## src/rtl/scan_decoder_if.sv

```systemverilog
// scan_decoder_if -- control/status bundle for scan_decoder.
//   master : drives clr, load, mode, sel, en, dir; observes onehot, idx, valid, wrap
//   slave  : the decoder itself (inverse directions)
// N is the select width; OUTS = 2**N one-hot outputs.
interface scan_decoder_if #(
  parameter int N = 2
);
  localparam int OUTS = 2 ** N;

  logic            clr;
  logic            load;
  logic            mode;
  logic [N-1:0]    sel;
  logic            en;
  logic            dir;
  logic [OUTS-1:0] onehot;
  logic [N-1:0]    idx;
  logic            valid;
  logic            wrap;

  modport master (
    output clr, load, mode, sel, en, dir,
    input  onehot, idx, valid, wrap
  );

  modport slave (
    input  clr, load, mode, sel, en, dir,
    output onehot, idx, valid, wrap
  );
endinterface

```

## src/rtl/scan_decoder.sv

```systemverilog
// scan_decoder -- registered N-to-2**N one-hot decoder with optional scan mode.
//   clk  : rising-edge clock
//   rst  : asynchronous active-high reset (forces IDLE, all outputs zero)
//   bus  : scan_decoder_if.slave
//          clr  - synchronous clear to IDLE (highest priority)
//          load - capture sel/mode; mode=0 static decode, mode=1 scan
//          en   - advance scan by one position per edge (SCAN only)
//          dir  - 0 = step up, 1 = step down (modulo OUTS)
//          onehot/idx/valid/wrap - registered outputs; wrap pulses for the
//          cycle after a scan wraps around
module scan_decoder #(
  parameter int N = 2
) (
  input  logic          clk,
  input  logic          rst,
  scan_decoder_if.slave bus
);
  localparam int OUTS = 2 ** N;

  localparam logic [1:0] IDLE   = 2'd0;
  localparam logic [1:0] DECODE = 2'd1;
  localparam logic [1:0] SCAN   = 2'd2;

  logic [1:0]      state_q,  state_n;
  logic [N-1:0]    idx_q,    idx_n;
  logic            valid_q,  valid_n;
  logic            wrap_q,   wrap_n;
  logic [OUTS-1:0] onehot_q, onehot_n;

  always_comb begin
    state_n = state_q;
    idx_n   = idx_q;
    valid_n = valid_q;
    wrap_n  = 1'b0;

    if (bus.clr) begin
      state_n = IDLE;
      idx_n   = '0;
      valid_n = 1'b0;
    end else if (bus.load) begin
      state_n = bus.mode ? SCAN : DECODE;
      idx_n   = bus.sel;
      valid_n = 1'b1;
    end else if (state_q == SCAN && bus.en) begin
      // N-bit add/subtract wraps naturally modulo OUTS
      if (!bus.dir) begin
        idx_n  = idx_q + 1'b1;
        wrap_n = (idx_q == '1);
      end else begin
        idx_n  = idx_q - 1'b1;
        wrap_n = (idx_q == '0);
      end
    end

    // one-hot is derived from the next index so it is registered alongside it
    onehot_n = '0;
    if (valid_n) onehot_n[idx_n] = 1'b1;
  end

  always_ff @(posedge clk or posedge rst) begin
    if (rst) begin
      state_q  <= IDLE;
      idx_q    <= '0;
      valid_q  <= 1'b0;
      wrap_q   <= 1'b0;
      onehot_q <= '0;
    end else begin
      state_q  <= state_n;
      idx_q    <= idx_n;
      valid_q  <= valid_n;
      wrap_q   <= wrap_n;
      onehot_q <= onehot_n;
    end
  end

  assign bus.onehot = onehot_q;
  assign bus.idx    = idx_q;
  assign bus.valid  = valid_q;
  assign bus.wrap   = wrap_q;
endmodule

```

## src/flat_wrapper.sv

```systemverilog
// flat-port wrapper written by rule: the top's interface ports become plain ports
module scan_decoder_flat 
#(
  parameter int N = 2
)
  (clk, rst, bus_clr, bus_load, bus_mode, bus_sel, bus_en, bus_dir, bus_onehot, bus_idx, bus_valid, bus_wrap);
  scan_decoder_if #(.N(N)) bus_i ();
  input  logic clk;
  input  logic rst;
  input wire logic [$bits(bus_i.clr)-1:0] bus_clr;
  input wire logic [$bits(bus_i.load)-1:0] bus_load;
  input wire logic [$bits(bus_i.mode)-1:0] bus_mode;
  input wire logic [$bits(bus_i.sel)-1:0] bus_sel;
  input wire logic [$bits(bus_i.en)-1:0] bus_en;
  input wire logic [$bits(bus_i.dir)-1:0] bus_dir;
  output wire logic [$bits(bus_i.onehot)-1:0] bus_onehot;
  output wire logic [$bits(bus_i.idx)-1:0] bus_idx;
  output wire logic [$bits(bus_i.valid)-1:0] bus_valid;
  output wire logic [$bits(bus_i.wrap)-1:0] bus_wrap;
  assign bus_i.clr = bus_clr;
  assign bus_i.load = bus_load;
  assign bus_i.mode = bus_mode;
  assign bus_i.sel = bus_sel;
  assign bus_i.en = bus_en;
  assign bus_i.dir = bus_dir;
  assign bus_onehot = bus_i.onehot;
  assign bus_idx = bus_i.idx;
  assign bus_valid = bus_i.valid;
  assign bus_wrap = bus_i.wrap;
  scan_decoder #(.N(N)) u_core (.clk(clk), .rst(rst), .bus(bus_i));
endmodule
```

## config.mk

```make
export PLATFORM = sky130hd
export DESIGN_NAME = scan_decoder_flat
export DESIGN_NICKNAME = d
export VERILOG_FILES = /design/src/rtl/scan_decoder_if.sv /design/src/rtl/scan_decoder.sv /design/src/flat_wrapper.sv
export SDC_FILE = /design/constraint.sdc
export NUM_CORES = 1
export LEC_CHECK = 0
export BUFFER_PORTS_ARGS = -buffer_cell sky130_fd_sc_hd__buf_2
export CAP_MARGIN = 0
export CELL_PAD_IN_SITES_DETAIL_PLACEMENT = 1
export CELL_PAD_IN_SITES_GLOBAL_PLACEMENT = 1
export CORE_AREA = 2 2 39 41
export CTS_BUF_LIST = sky130_fd_sc_hd__clkbuf_2 sky130_fd_sc_hd__clkbuf_4 sky130_fd_sc_hd__clkbuf_8
export DETAILED_ROUTE_END_ITERATION = 6
export DIE_AREA = 0 0 41 43
export PLACE_DENSITY_LB_ADDON = 0.1
export SYNTH_ARGS = -nofsm -noshare
export SYNTH_HDL_FRONTEND = slang
export SYNTH_SLANG_ARGS = --single-unit
```

## constraint.sdc

```tcl
create_clock -name clk -period 2.59 [get_ports clk]
set_clock_uncertainty 0.15 [all_clocks]
set_input_delay 0.1295 -clock clk [delete_from_list [all_inputs] [get_ports clk]]
set_output_delay 0.1295 -clock clk [all_outputs]
set_load 0.005 [all_outputs]
```

==> results of run 1 <==
synthesized netlist by cell type:
cell type | number | area share
a21oi_1 | 3 | 0.030
nand3b_4 | 1 | 0.040
inv_1 | 4 | 0.030
o41ai_2 | 1 | 0.032
xnor2_1 | 3 | 0.052
nor3_1 | 1 | 0.0099
o21ai_0 | 2 | 0.020
nor2_1 | 11 | 0.082
clkbuf_1 | 1 | 0.0074
mux2i_1 | 3 | 0.059
nand2_1 | 4 | 0.030
nor4_1 | 1 | 0.012
a22o_1 | 1 | 0.017
dfrtp_1 | 10 | 0.50
buf_2 | 1 | 0.0099
nand3_1 | 1 | 0.0099
a211oi_1 | 2 | 0.030
nand2b_1 | 1 | 0.012
nor2_4 | 1 | 0.022
through the flow:
| stage | cells | setup slack [ps] | power, uW | cell area (um^2) | hold WS (ps) |
|---|---|---|---|---|---|
| after floorplan | 52 | 1170 | 207 | 505 | -180 |
| after global placement | 82 | 1050 | 226 | 597 | -24.6 |
| after detailed placement | 82 | 1050 | 228 | 597 | -24.4 |
| after CTS | 91 | 1030 | 375 | 683 | 3.88 |
| after global routing | 91 | 932 | 391 | 683 | 13.8 |
| final | 91 | 1010 | 371 | 683 | 13.2 |
cells by family after synthesis:
kind of cell,after synthesis,share of synthesized area
AND/OR/NAND/NOR,21,0.218
flip-flops,10,0.495
AO/OA/AOI/OAI,9,0.129
buffers and inverters,6,0.0470
XOR/XNOR,3,0.0520
multiplexers,3,0.0594
sequential cells by signal, indices dropped and copies added (netlist names):
name and cells:
u_core.bus.wrap 1, u_core.bus.idx 2, u_core.bus.valid 1, u_core.state_q 2, u_core.bus.onehot 4
layer usage:
metal,vias up,track usage
met5,-,0
met4,0,0.0400
met3,2,0.0471
met2,11,0.250
met1,214,0.190
li1,217,-
timing repair:
action                     in CTS  in global routing
hold endpoints to repair       14                  0
hold buffers                    5                  0
setup endpoints to repair       0                  0
buffers inserted                0                  0
how the worst max path moves through the flow:
stage                                 start              endpoint  slack, ps  cells past startpoint
after global routing      u_core.bus.idx[0]  u_core.bus.onehot[2]        930                      4
after detailed placement  u_core.bus.idx[0]  u_core.bus.onehot[2]       1050                      4
after CTS                 u_core.bus.idx[0]  u_core.bus.onehot[2]       1030                      4
after global placement    u_core.bus.idx[0]  u_core.bus.onehot[0]       1050                      4
final                     u_core.bus.idx[0]  u_core.bus.onehot[2]       1010                      4
after floorplan           u_core.bus.idx[0]  u_core.bus.onehot[2]       1170                      4
worst max-delay path: cells and delay by family (launching register included):
kind,cells,cell delay (ps)
and+or+nand+nor,1,80
DFF,1,440
xor gates and xnor gates,2,480
AOI/OAI and AO/OA,1,330
final cells by class:
| cell class | count | share of cell area |
|---|---|---|
| Sequential cell | 10 | 0.366 |
| Multi-Input combinational cell | 36 | 0.339 |
| Timing Repair Buffer | 21 | 0.190 |
| Tap cell | 16 | 0.0293 |
| Clock buffer | 4 | 0.0531 |
| Inverter | 4 | 0.0220 |
power by group through the flow:
stage                     combinational [uW]  sequential [uW]  clock (uW)
final                                   60.3              171         140
after global routing                    66.6              172         153
after CTS                               60.8              171         143
after detailed placement                53.7              174           0
after global placement                  52.9              173           0
after floorplan                         33.1              174           0
==> summary.md, run 1 <==
| Metric | Value |
|---|---|
| Most used cell, CP | xnor2_1 |
| Post-Syn Instances | 52 |
| Fmax | 0.632 GHz |
| IO Pins | 17 |
| Via Count | 444 |
| Biggest cell delay along the critical path | 440 ps |
| Reg clk slew, reported paths | 70 ps |
| MaxCap Viol Count | 0 |
| Flop pwr share | 0.459 |
| Syn Area/Cell | 9.72 um^2 |
| Port bufs | 16 |
| Number of synthesized register bits | 10 |
| Register area | 250 um^2 |
| FILL cells | 169 |
| Worst-skew pair later-pin latency | 260 ps |
| Hold endpoint | u_core.bus.idx[0] |
| CTS tree | yes |
| Leak pwr | 0.000356 uW |
| Die extent in x | 41 um |
| Internal power | 277 uW |
| Post-route ant nets | 0 |
| Net Switching | 94.8 uW |
| Total CTS buffers | 3 |
| Largest net degree at the start of global routing | 11 |
| Clock sinks | 10 |
| Worst r2r dst | u_core.bus.onehot[2] |
| DR iter-0 viols | 1 |
| Largest fanout on the critical path | 5 |
| Pwr dens | 544 nW/um^2 |
| Initial antenna violation count | 0 |
| GRT Residual Overflow | 0 |
| Pre-antenna DRT Iters | 2 |
| WL met3 | 66 um |
| Via/cell ratio | 4.88 |
| Commonest non-fill, non-tap cell in the layout | buf_2 |
| Sequential fraction of the synthesis area | 0.495 |
| Slowest cell on crit path | dfrtp_1 |
| WL met1 | 497 um |
| Diodes inserted | 0 |
| Area Overhead vs Synth | 35.1% |
| Post-Syn Area | 505 um^2 |
| Die ar. | 1760 um^2 |
| Resized Gates After CTS | 0 |
| Clk buf depth | 2 |
| Drt wl/cell | 13.2 um |
| YS warnings | 0 |
| H-tree depth | 1 |
| CP required | 2590 ps |
| Min-delay src | bus_sel[0] |
| Crit path kind | flop to flop |
| Worst r2r src | u_core.bus.idx[0] |
| Hold Crit Depth | 3 |
| Row count | 14 |
| All-Layer GR Usage | 0.154 |
| Worst Path Arrival | 1590 ps |
| Final hold vios | 0 |
| Distinct cells, synth | 19 |
| Tcrit/Tclk final | 0.611 |
| DP HPWL | 888 um |
| Share of post-route cells with drive strength above 1 | 0.307 |
| Critical path cell sequence | xnor2_1 > nor2_4 > xnor2_1 > o41ai_2 |
| Final Slew Violations | 0 |
| Crit end category | flop |
| Area occupied by multi-input gates | 231 um^2 |
| Setup TNS Final | 0 ps |
| Max layer used | met4 |
| Max-slew headroom | 0.711 |
| Startpoint types | flop |
| First-pass GRT wire length | 1.81 mm |
| Synth Net Count | 61 |
| Number of global-route vias before repair | 441 |
| Min Tclk post-route | 1580 ps |
| Most frequent cells in the layout | buf_2 (16), nor2_1 (11), dfrtp_1 (10) |
| Peak supply drop | 0.239 mV |
| # setup viols final | 0 |
| Util after Layout | 0.494 |
| R2R Setup Slk | 1010 ps |
| Root Buffer | clkbuf_4 |
| WL met2 | 631 um |
| Core region area | 1380 um^2 |
| Wirelength, routed | 1.20 mm |
| Initial core utilization | 0.365 |
| Worst reg-to-reg path cell count | 4 |
| Die H | 43 um |
| RSZ-0062 raised after global routing | false |
| Placer Congestion | 0.690 |
| Clk pwr share | 0.378 |
| Gate power share | 0.162 |
| # DRC | 0 |
| Min-delay worst type | input pin to flop |
| Worst-Margin Slew | 429 ps |
| Outcome | finished clean |
| Sw Ratio | 0.255 |
| Final nets | 85 |
Power figures use the tool's default switching activity.
==> inputs of run 2 (changes only) <==
--- a/config.mk
+++ b/config.mk
@@ -9,10 +9,10 @@
 export CAP_MARGIN = 0
 export CELL_PAD_IN_SITES_DETAIL_PLACEMENT = 1
 export CELL_PAD_IN_SITES_GLOBAL_PLACEMENT = 1
-export CORE_AREA = 2 2 39 41
+export CORE_MARGIN = 1.5
+export CORE_UTILIZATION = 37
 export CTS_BUF_LIST = sky130_fd_sc_hd__clkbuf_2 sky130_fd_sc_hd__clkbuf_4 sky130_fd_sc_hd__clkbuf_8
 export DETAILED_ROUTE_END_ITERATION = 6
-export DIE_AREA = 0 0 41 43
 export PLACE_DENSITY_LB_ADDON = 0.1
 export SYNTH_ARGS = -nofsm -noshare
 export SYNTH_HDL_FRONTEND = slang
==> constraint.sdc (replaced) <==
create_clock -name clk -period 1.5 [get_ports clk]
set_clock_uncertainty 0.15 [all_clocks]
set_input_delay 0.075 -clock clk [delete_from_list [all_inputs] [get_ports clk]]
set_output_delay 0.075 -clock clk [all_outputs]
set_load 0.005 [all_outputs]
==> run 2 against run 1 <==
Maximum frequency up 8.2%. Cell count up 2.2%. Sequential power up 74%. Combinational power up 96%. Critical endpoint is now u_core.bus.onehot[3].
==> summary.md, run 2 (synthesis results as in run 1) <==
| Metric | Value |
|---|---|
| Placed cell count | 83 (was 82) |
| Worst reg-to-reg path cell count | 5 (was 4) |
| Tcrit/Tclk final | 0.975 (was 0.611) |
| Placer Congestion | 0.665 (was 0.690) |
| Root Buffer | clkbuf_4 (unchanged) |
| Postcts setup bufs | 0 (unchanged) |
| CTS tree | yes (unchanged) |
| H-tree depth | 1 (unchanged) |
| Die H | 40.0 um (was 43 um) |
| R2R Setup Slk | 40 ps (was 1010 ps) |
| Most frequent cells in the layout | buf_2 (16), nor2_1 (11), dfrtp_1 (9) (was buf_2 (16), nor2_1 (11), dfrtp_1 (10)) |
| Core region area | 1280 um^2 (was 1380 um^2) |
| Final WS setup | 37.2 ps (was 1010 ps) |
| # setup viols final | 0 (unchanged) |
| Util after Layout | 0.566 (was 0.494) |
| Commonest non-fill, non-tap cell in the layout | buf_2 (unchanged) |
| Slowest cell on crit path | dfrtp_2 (was dfrtp_1) |
| IO Pins | 17 (unchanged) |
| Hold endpoint | u_core.bus.valid (was u_core.bus.idx[0]) |
| Via Count | 456 (was 444) |
| Reg clk slew, reported paths | 60 ps (was 70 ps) |
| Max reg flops | 4 (unchanged) |
| Min-delay worst type | input pin to flop (unchanged) |
| Post-route ant nets | 0 (unchanged) |
| Pwr dens | 816 nW/um^2 (was 544 nW/um^2) |
| Min Tclk post-route | 1460 ps (was 1580 ps) |
| Area Overhead vs Synth | 43.8% (was 35.1%) |
| Startpoint types | flop (unchanged) |
| Fmax | 0.684 GHz (was 0.632 GHz) |
| Final Slew Violations | 0 (unchanged) |
| Initial antenna violation count | 0 (unchanged) |
| Die extent in x | 40.0 um (was 41 um) |
| Initial core utilization | 0.393 (was 0.365) |
| Worst-skew pair later-pin latency | 260 ps (about the same) |
| Total CTS buffers | 3 (unchanged) |
| Largest fanout on the critical path | 3 (was 5) |
| Biggest cell delay along the critical path | 440 ps (about the same) |
| Min-delay src | bus_load (was bus_sel[0]) |
| Crit end category | flop (unchanged) |
| Largest net degree at the start of global routing | 11 (unchanged) |
| Worst-Margin Slew | 403 ps (was 429 ps) |
| Hold Crit Depth | 3 (unchanged) |
| DR iter-0 viols | 4 (was 1) |
| Max-slew headroom | 0.731 (was 0.711) |
| Final nets | 89 (was 85) |
| First-pass GRT wire length | 1.98 mm (was 1.81 mm) |
| CP required | 1510 ps (was 2590 ps) |
| Diodes inserted | 0 (unchanged) |
| Crit path kind | flop to flop (unchanged) |
| MaxCap Viol Count | 0 (unchanged) |
| Row count | 13 (was 14) |
| Die ar. | 1600 um^2 (was 1760 um^2) |
| Peak supply drop | 0.327 mV (was 0.239 mV) |
| Drt wl/cell | 13.3 um (was 13.2 um) |
| Number of global-route vias before repair | 435 (was 441) |
| Worst r2r src | u_core.bus.idx[0] (unchanged) |
| Port bufs | 16 (unchanged) |
| RSZ-0062 raised after global routing | true (was false) |
| Outcome | finished clean (unchanged) |
| Critical path cell sequence | xnor2_2 > nor2_4 > buf_4 > mux2i_1 > a211oi_1 (was xnor2_1 > nor2_4 > xnor2_1 > o41ai_2) |
| Pre-CTS setup slack | -69.4 ps (was 1050 ps) |
| Final hold vios | 0 (unchanged) |
| Clock sinks | 10 (unchanged) |
| Pre-antenna DRT Iters | 3 (was 2) |
| GRT Residual Overflow | 0 (unchanged) |
| Via/cell ratio | 4.90 (was 4.88) |
| All-Layer GR Usage | 0.197 (was 0.154) |
| Worst r2r dst | u_core.bus.onehot[3] (was u_core.bus.onehot[2]) |
| Total Power | 593 uW (was 371 uW) |
| # DRC | 0 (unchanged) |
| Worst Path Arrival | 1470 ps (was 1590 ps) |
| Leak pwr | 0.000380 uW (was 0.000356 uW) |
| Wirelength, routed | 1.24 mm (was 1.20 mm) |
| Share of post-route cells with drive strength above 1 | 0.359 (was 0.307) |
| Final Non-Filler Cells | 93 (was 91) |
| DP HPWL | 863 um (was 888 um) |
| Clk buf depth | 2 (unchanged) |
==> run 2: cell types whose count changed in the layout (fill, tap and decap cells not counted), sizes merged <==
cell         delta
dlygate4sd3     +2
buf             +2
clkbuf          -1
==> run 2: final cells by class <==
type / instances / area [um^2]
Clock buffer: 3 / 22.5
Fill cell: 161 / 558
Inverter: 4 / 15.0
Multi-Input combinational cell: 36 / 254
Sequential cell: 10 / 251
Tap cell: 15 / 18.8
Timing Repair Buffer: 25 / 165
==> run 2: where the power goes <==
| group | switching, uW | total [uW] | leakage (uW) | internal [uW] |
|---|---|---|---|---|
| combinational | 59.1 | 118 | 0.000235 | 58.9 |
| sequential | 13.0 | 297 | 0.000132 | 284 |
| clock | 86.0 | 178 | 0.0000138 | 92.4 |
==> run 2: worst max path at each step <==
stage	cells after the start	end	start	slack, ps
finish	5	u_core.bus.onehot[3]	u_core.bus.idx[0]	40
global route	5	u_core.bus.onehot[3]	u_core.state_q[0]	-20
floorplan	4	u_core.bus.onehot[2]	u_core.bus.idx[0]	80
global placement	4	u_core.bus.onehot[3]	u_core.state_q[0]	-100
CTS	5	u_core.bus.onehot[3]	u_core.bus.idx[0]	2
detailed placement	4	u_core.bus.onehot[3]	u_core.state_q[0]	-70
==> run 2: worst max-delay path, delay by kind of cell (launching register included) <==
family / cells / cell delay (ps)
buf+inv: 1 / 140
xor+xnor: 1 / 190
mux: 1 / 110
flops: 1 / 440
compound gates: 1 / 260
simple gates: 1 / 60
==> run 2: repair_timing <==
item,CTS,global route
endpoints found under the setup margin,1,6
hold buffers,7,0
pin swaps,0,2
gates cloned,0,0
gates resized for setup,2,3
endpoints found under the hold margin,17,0
==> run 2: routing by layer <==
metal | GRT usage | share of wire | up-vias
met5 | 0 | 0 | -
met4 | 0.103 | 0 | 0
met3 | 0.0333 | 0.036 | 0
met2 | 0.319 | 0.53 | 10
met1 | 0.250 | 0.44 | 220
li1 | - | - | 226
==> run 2: metrics by stage <==
| step | setup TNS, ps | hold slack (ps) | area, um^2 |
|---|---|---|---|
| finish | 0 | 8.87 | 727 |
| global route | -20.5 | 6.98 | 727 |
| CTS | 0 | 0.375 | 718 |
| detailed placement | -69.4 | -67.0 | 611 |
| global placement | -95.4 | -84.3 | 611 |
| floorplan | 0 | -235 | 505 |
==> inputs of run 3 (changes only) <==
--- a/config.mk
+++ b/config.mk
@@ -5,13 +5,14 @@
 export SDC_FILE = /design/constraint.sdc
 export NUM_CORES = 1
 export LEC_CHECK = 0
+export ABC_AREA = 1
 export BUFFER_PORTS_ARGS = -buffer_cell sky130_fd_sc_hd__buf_2
 export CAP_MARGIN = 0
 export CELL_PAD_IN_SITES_DETAIL_PLACEMENT = 1
 export CELL_PAD_IN_SITES_GLOBAL_PLACEMENT = 1
-export CORE_MARGIN = 1.5
-export CORE_UTILIZATION = 37
+export CORE_UTILIZATION = 36
 export CTS_BUF_LIST = sky130_fd_sc_hd__clkbuf_2 sky130_fd_sc_hd__clkbuf_4 sky130_fd_sc_hd__clkbuf_8
+export CTS_CLUSTER_DIAMETER = 100
 export DETAILED_ROUTE_END_ITERATION = 6
 export PLACE_DENSITY_LB_ADDON = 0.1
 export SYNTH_ARGS = -nofsm -noshare
==> run 3 against run 2 <==
Synthesized cell count grew 7.7%. Count of clock-buffer cells in the layout grew 1. Total power grew 8.7%. Sequential power shrank 1%. Sequential share of layout area grew 1.3 points. Combinational power shrank 8%. Via count grew 0.44%. Clock power grew 37%. Global-route usage grew 6.4 points. Register-to-register slack gained 120 ps. Critical path type is now input pin to flop. Largest cell class is now flip-flops and latches.
==> summary.md, run 3 <==
| Metric | Value |
|---|---|
| Setup TNS Final | 0 ps (unchanged) |
| Pwr dens | 925 nW/um^2 (was 816 nW/um^2) |
| Placer Congestion | 0.666 (was 0.665) |
| Final WS setup | 131 ps (was 37.2 ps) |
| Initial antenna violation count | 0 (unchanged) |
| Worst r2r dst | u_core.bus.onehot[0] (was u_core.bus.onehot[3]) |
| Wirelength, routed | 1.49 mm (was 1.24 mm) |
| Synth area leader | dfrtp_1 (unchanged) |
| All-Layer GR Usage | 0.262 (was 0.197) |
| Startpoint types | input pin (was flop) |
| H-tree depth | 1 (unchanged) |
| Critical path cell sequence | dlygate4sd3_1 > buf_2 > nand2_1 > nor2_4 > nand2_1 > nand3_2 > nand3_1 > nor2_1 (was xnor2_2 > nor2_4 > buf_4 > mux2i_1 > a211oi_1) |
| Min-delay src | bus_dir (was bus_load) |
| Min-delay worst type | input pin to flop (unchanged) |
| Max reg flops | 4 (unchanged) |
| Net Switching | 168 uW (was 158 uW) |
| Via Count | 458 (was 456) |
| Worst-Margin Slew | 390 ps (was 403 ps) |
| Final Slew Violations | 0 (unchanged) |
| Max-slew headroom | 0.739 (was 0.731) |
| FFs w/ async S/R, synth | 1.00 (unchanged) |
| Via/cell ratio | 4.72 (was 4.90) |
| Sw Ratio | 0.261 (was 0.266) |
| MaxCap Viol Count | 0 (unchanged) |
| Port bufs | 16 (unchanged) |
| Pre-antenna DRT Iters | 2 (was 3) |
| Post-Syn Instances | 56 (was 52) |
| Worst r2r src | u_core.bus.idx[0] (unchanged) |
| Crit-path leading delay family | simple AND/OR/NAND/NOR gates (was flip-flops) |
| Pre-CTS setup slack | 213 ps (was -69.4 ps) |
| Most used cell, CP | nand2_1 |
| Leak pwr | 0.000367 uW (was 0.000380 uW) |
| Resized Gates After CTS | 0 (was 2) |
| FILL cells | 149 (was 161) |
| Outcome | finished clean (unchanged) |
| Most frequent cell after synthesis | dfrtp_1 (was nor2_1) |
| Die H | 39.0 um (was 40.0 um) |
| Diodes inserted | 0 (unchanged) |
| GRT Residual Overflow | 0 (unchanged) |
| Gate power share | 0.169 (was 0.199) |
| Post-route ant nets | 0 (unchanged) |
| Largest cells by area after synthesis | dfrtp_1 (51%), nor2_4 (6.9%), nand2_2 (6.3%), nand2_1 (6.1%), nor2_1 (6.1%) (was dfrtp_1 (50%), nor2_1 (8.2%), mux2i_1 (5.9%), xnor2_1 (5.2%), nand3b_4 (4.0%)) |
| DP HPWL | 957 um (was 863 um) |
| Final nets | 93 (was 89) |
| Biggest cell delay along the critical path | 520 ps (was 440 ps) |
| Critical path buffers and inverters | 2 (was 1) |
| Placed cell count | 86 (was 83) |
| Number of synthesized register bits | 10 (unchanged) |
| Hold Crit Depth | 3 (unchanged) |
| Primary FF master, synth | dfrtp_1 (unchanged) |
| Post-Syn Area | 493 um^2 (was 505 um^2) |
| Postcts setup bufs | 0 (unchanged) |
| Largest net degree at the start of global routing | 11 (unchanged) |
| Top cells by count, synth | dfrtp_1 (10), nand2_1 (8), nor2_1 (8) (was nor2_1 (11), dfrtp_1 (10), inv_1 (4), nand2_1 (4)) |
| Core region area | 1190 um^2 (was 1280 um^2) |
| Peak supply drop | 0.443 mV (was 0.327 mV) |
| Internal power | 477 uW (was 435 uW) |
| RSZ-0062 raised after global routing | false (was true) |
| Post-route cell area | 697 um^2 (was 727 um^2) |
| Fmax | 0.730 GHz (was 0.684 GHz) |
| Slowest cell on crit path | dlygate4sd3_1 (was dfrtp_2) |
| Crit path kind | input pin to flop (was flop to flop) |
| Root Buffer | clkbuf_4 (unchanged) |
| Share of post-route cells with drive strength above 1 | 0.398 (was 0.359) |
| R2R Setup Slk | 160 ps (was 40 ps) |
| Clk buf depth | 2 (unchanged) |
| Initial core utilization | 0.416 (was 0.393) |
| Area Overhead vs Synth | 41.4% (was 43.8%) |
| Worst-skew pair later-pin latency | 260 ps (about the same) |
| Die extent in x | 39.0 um (was 40.0 um) |
| Row count | 12 (was 13) |
| Distinct cells, synth | 15 (was 19) |
| Worst Path Arrival | 1400 ps (was 1470 ps) |
| CP required | 1530 ps (was 1510 ps) |
| CTS tree | yes (unchanged) |
| Clk pwr share | 0.377 (was 0.301) |
| IO Pins | 17 (unchanged) |
| Commonest non-fill, non-tap cell in the layout | buf_2 (unchanged) |
| Crit end category | flop (unchanged) |
| Number of global-route vias before repair | 533 (was 435) |
| Total CTS buffers | 3 (unchanged) |
| Sequential fraction of the synthesis area | 0.508 (was 0.495) |
| Most frequent cells in the layout | buf_2 (16), dfrtp_1 (10), nor2_1 (8), nand2_1 (8) (was buf_2 (16), nor2_1 (11), dfrtp_1 (9)) |
| Clock sinks | 10 (unchanged) |
| Min Tclk post-route | 1370 ps (was 1460 ps) |
| Die ar. | 1520 um^2 (was 1600 um^2) |
| Synth Net Count | 65 (was 61) |
| First-pass GRT wire length | 2.50 mm (was 1.98 mm) |
| # DRC | 0 (unchanged) |
| DP Area | 591 um^2 (was 611 um^2) |
| Hold endpoint | u_core.bus.wrap (was u_core.bus.valid) |
| Flop pwr share | 0.454 (was 0.500) |
| # setup viols final | 0 (unchanged) |
| Largest fanout on the critical path | 4 (was 3) |
| YS warnings | 0 (unchanged) |
| Reg clk slew, reported paths | 70 ps (was 60 ps) |
| Final Non-Filler Cells | 97 (was 93) |
| Post-synth EDFFs | 0 (unchanged) |
| Post-synth top area share | 0.508 (was 0.495) |
| Final hold vios | 0 (unchanged) |
| Drt wl/cell | 15.3 um (was 13.3 um) |
| Syn Area/Cell | 8.80 um^2 (was 9.72 um^2) |
| Worst reg-to-reg path cell count | 7 (was 5) |
| DR iter-0 viols | 3 (was 4) |
| Tcrit/Tclk final | 0.913 (was 0.975) |
run 3: changes by cell type after synthesis, sizes merged, moves of 2 or more:
cell	previous run	this run
nand2	4	13
nand3	1	7
inv	4	8
mux2i	3	0
xnor2	3	0
a211oi	2	0
a21oi	3	1
run 3: cell type report:
class	instances	area, um^2	area share
clock buffer	4	36.3	0.0521
inverter	8	30.0	0.0431
multi-input combinational	38	213	0.305
sequential	10	250	0.359
tap	14	17.5	0.0251
timing repair buffer	23	150	0.215
run 3: layer usage:
metal / global-route usage / share of wire / vias to the layer above / routed length, um
li1: - / - / 230 / -
met1: 0.279 / 0.40 / 214 / 598
met2: 0.479 / 0.55 / 10 / 810
met3: 0.0751 / 0.032 / 4 / 48
met4: 0.0948 / 0.019 / 0 / 28
met5: 0 / 0 / - / 0
run 3: how the worst max path moves through the flow:
stage	from	endpoint	slack (ps)	depth (start not counted)
final	bus_en	u_core.bus.onehot[0]	130	8
after global routing	bus_en	u_core.bus.onehot[0]	70	8
after CTS	u_core.bus.idx[0]	u_core.bus.onehot[3]	190	7
after detailed placement	u_core.bus.idx[0]	u_core.bus.onehot[3]	210	7
after global placement	u_core.bus.idx[0]	u_core.bus.onehot[3]	270	7
after floorplan	u_core.bus.idx[0]	u_core.bus.onehot[0]	330	6
run 3: worst reg2reg max path: stages, from the launching register on:
cell and delay, ps:
dfrtp_1 430, nor2_1 220, nor2_4 70, nand2_2 70, nand2_1 60, nand3_2 60
nand2_2 70, nor2_1 130
run 3: what timing repair did:
action,4_1_cts,5_1_grt
setup endpoints to repair,0,0
hold buffers,7,0
hold endpoints to repair,19,0
run 3: kinds of logic after synthesis:
logic type      count (synthesis)  share of synthesized area
simple gates                   34                      0.381
buf+inv                         8                     0.0609
compound gates                  4                     0.0508
flops                          10                      0.508
run 3: metrics by stage:
stage | total power (uW) | utilization | hold WS, ps
6_report | 645 | 0.588 | 61.9
5_1_grt | 680 | 0.588 | 89.1
4_1_cts | 648 | 0.588 | 59.9
3_5_place_dp | 389 | 0.498 | -75.8
3_3_place_gp | 385 | 0.498 | -90.6
2_1_floorplan | 349 | - | -235
run 3: power groups by stage:
stage	Combinational (uW)	Sequential, uW	Clock (uW)
2_1_floorplan	52.4	297	0
3_3_place_gp	88.5	297	0
3_5_place_dp	91.7	297	0
4_1_cts	106	292	249
5_1_grt	120	294	266
6_report	109	293	243
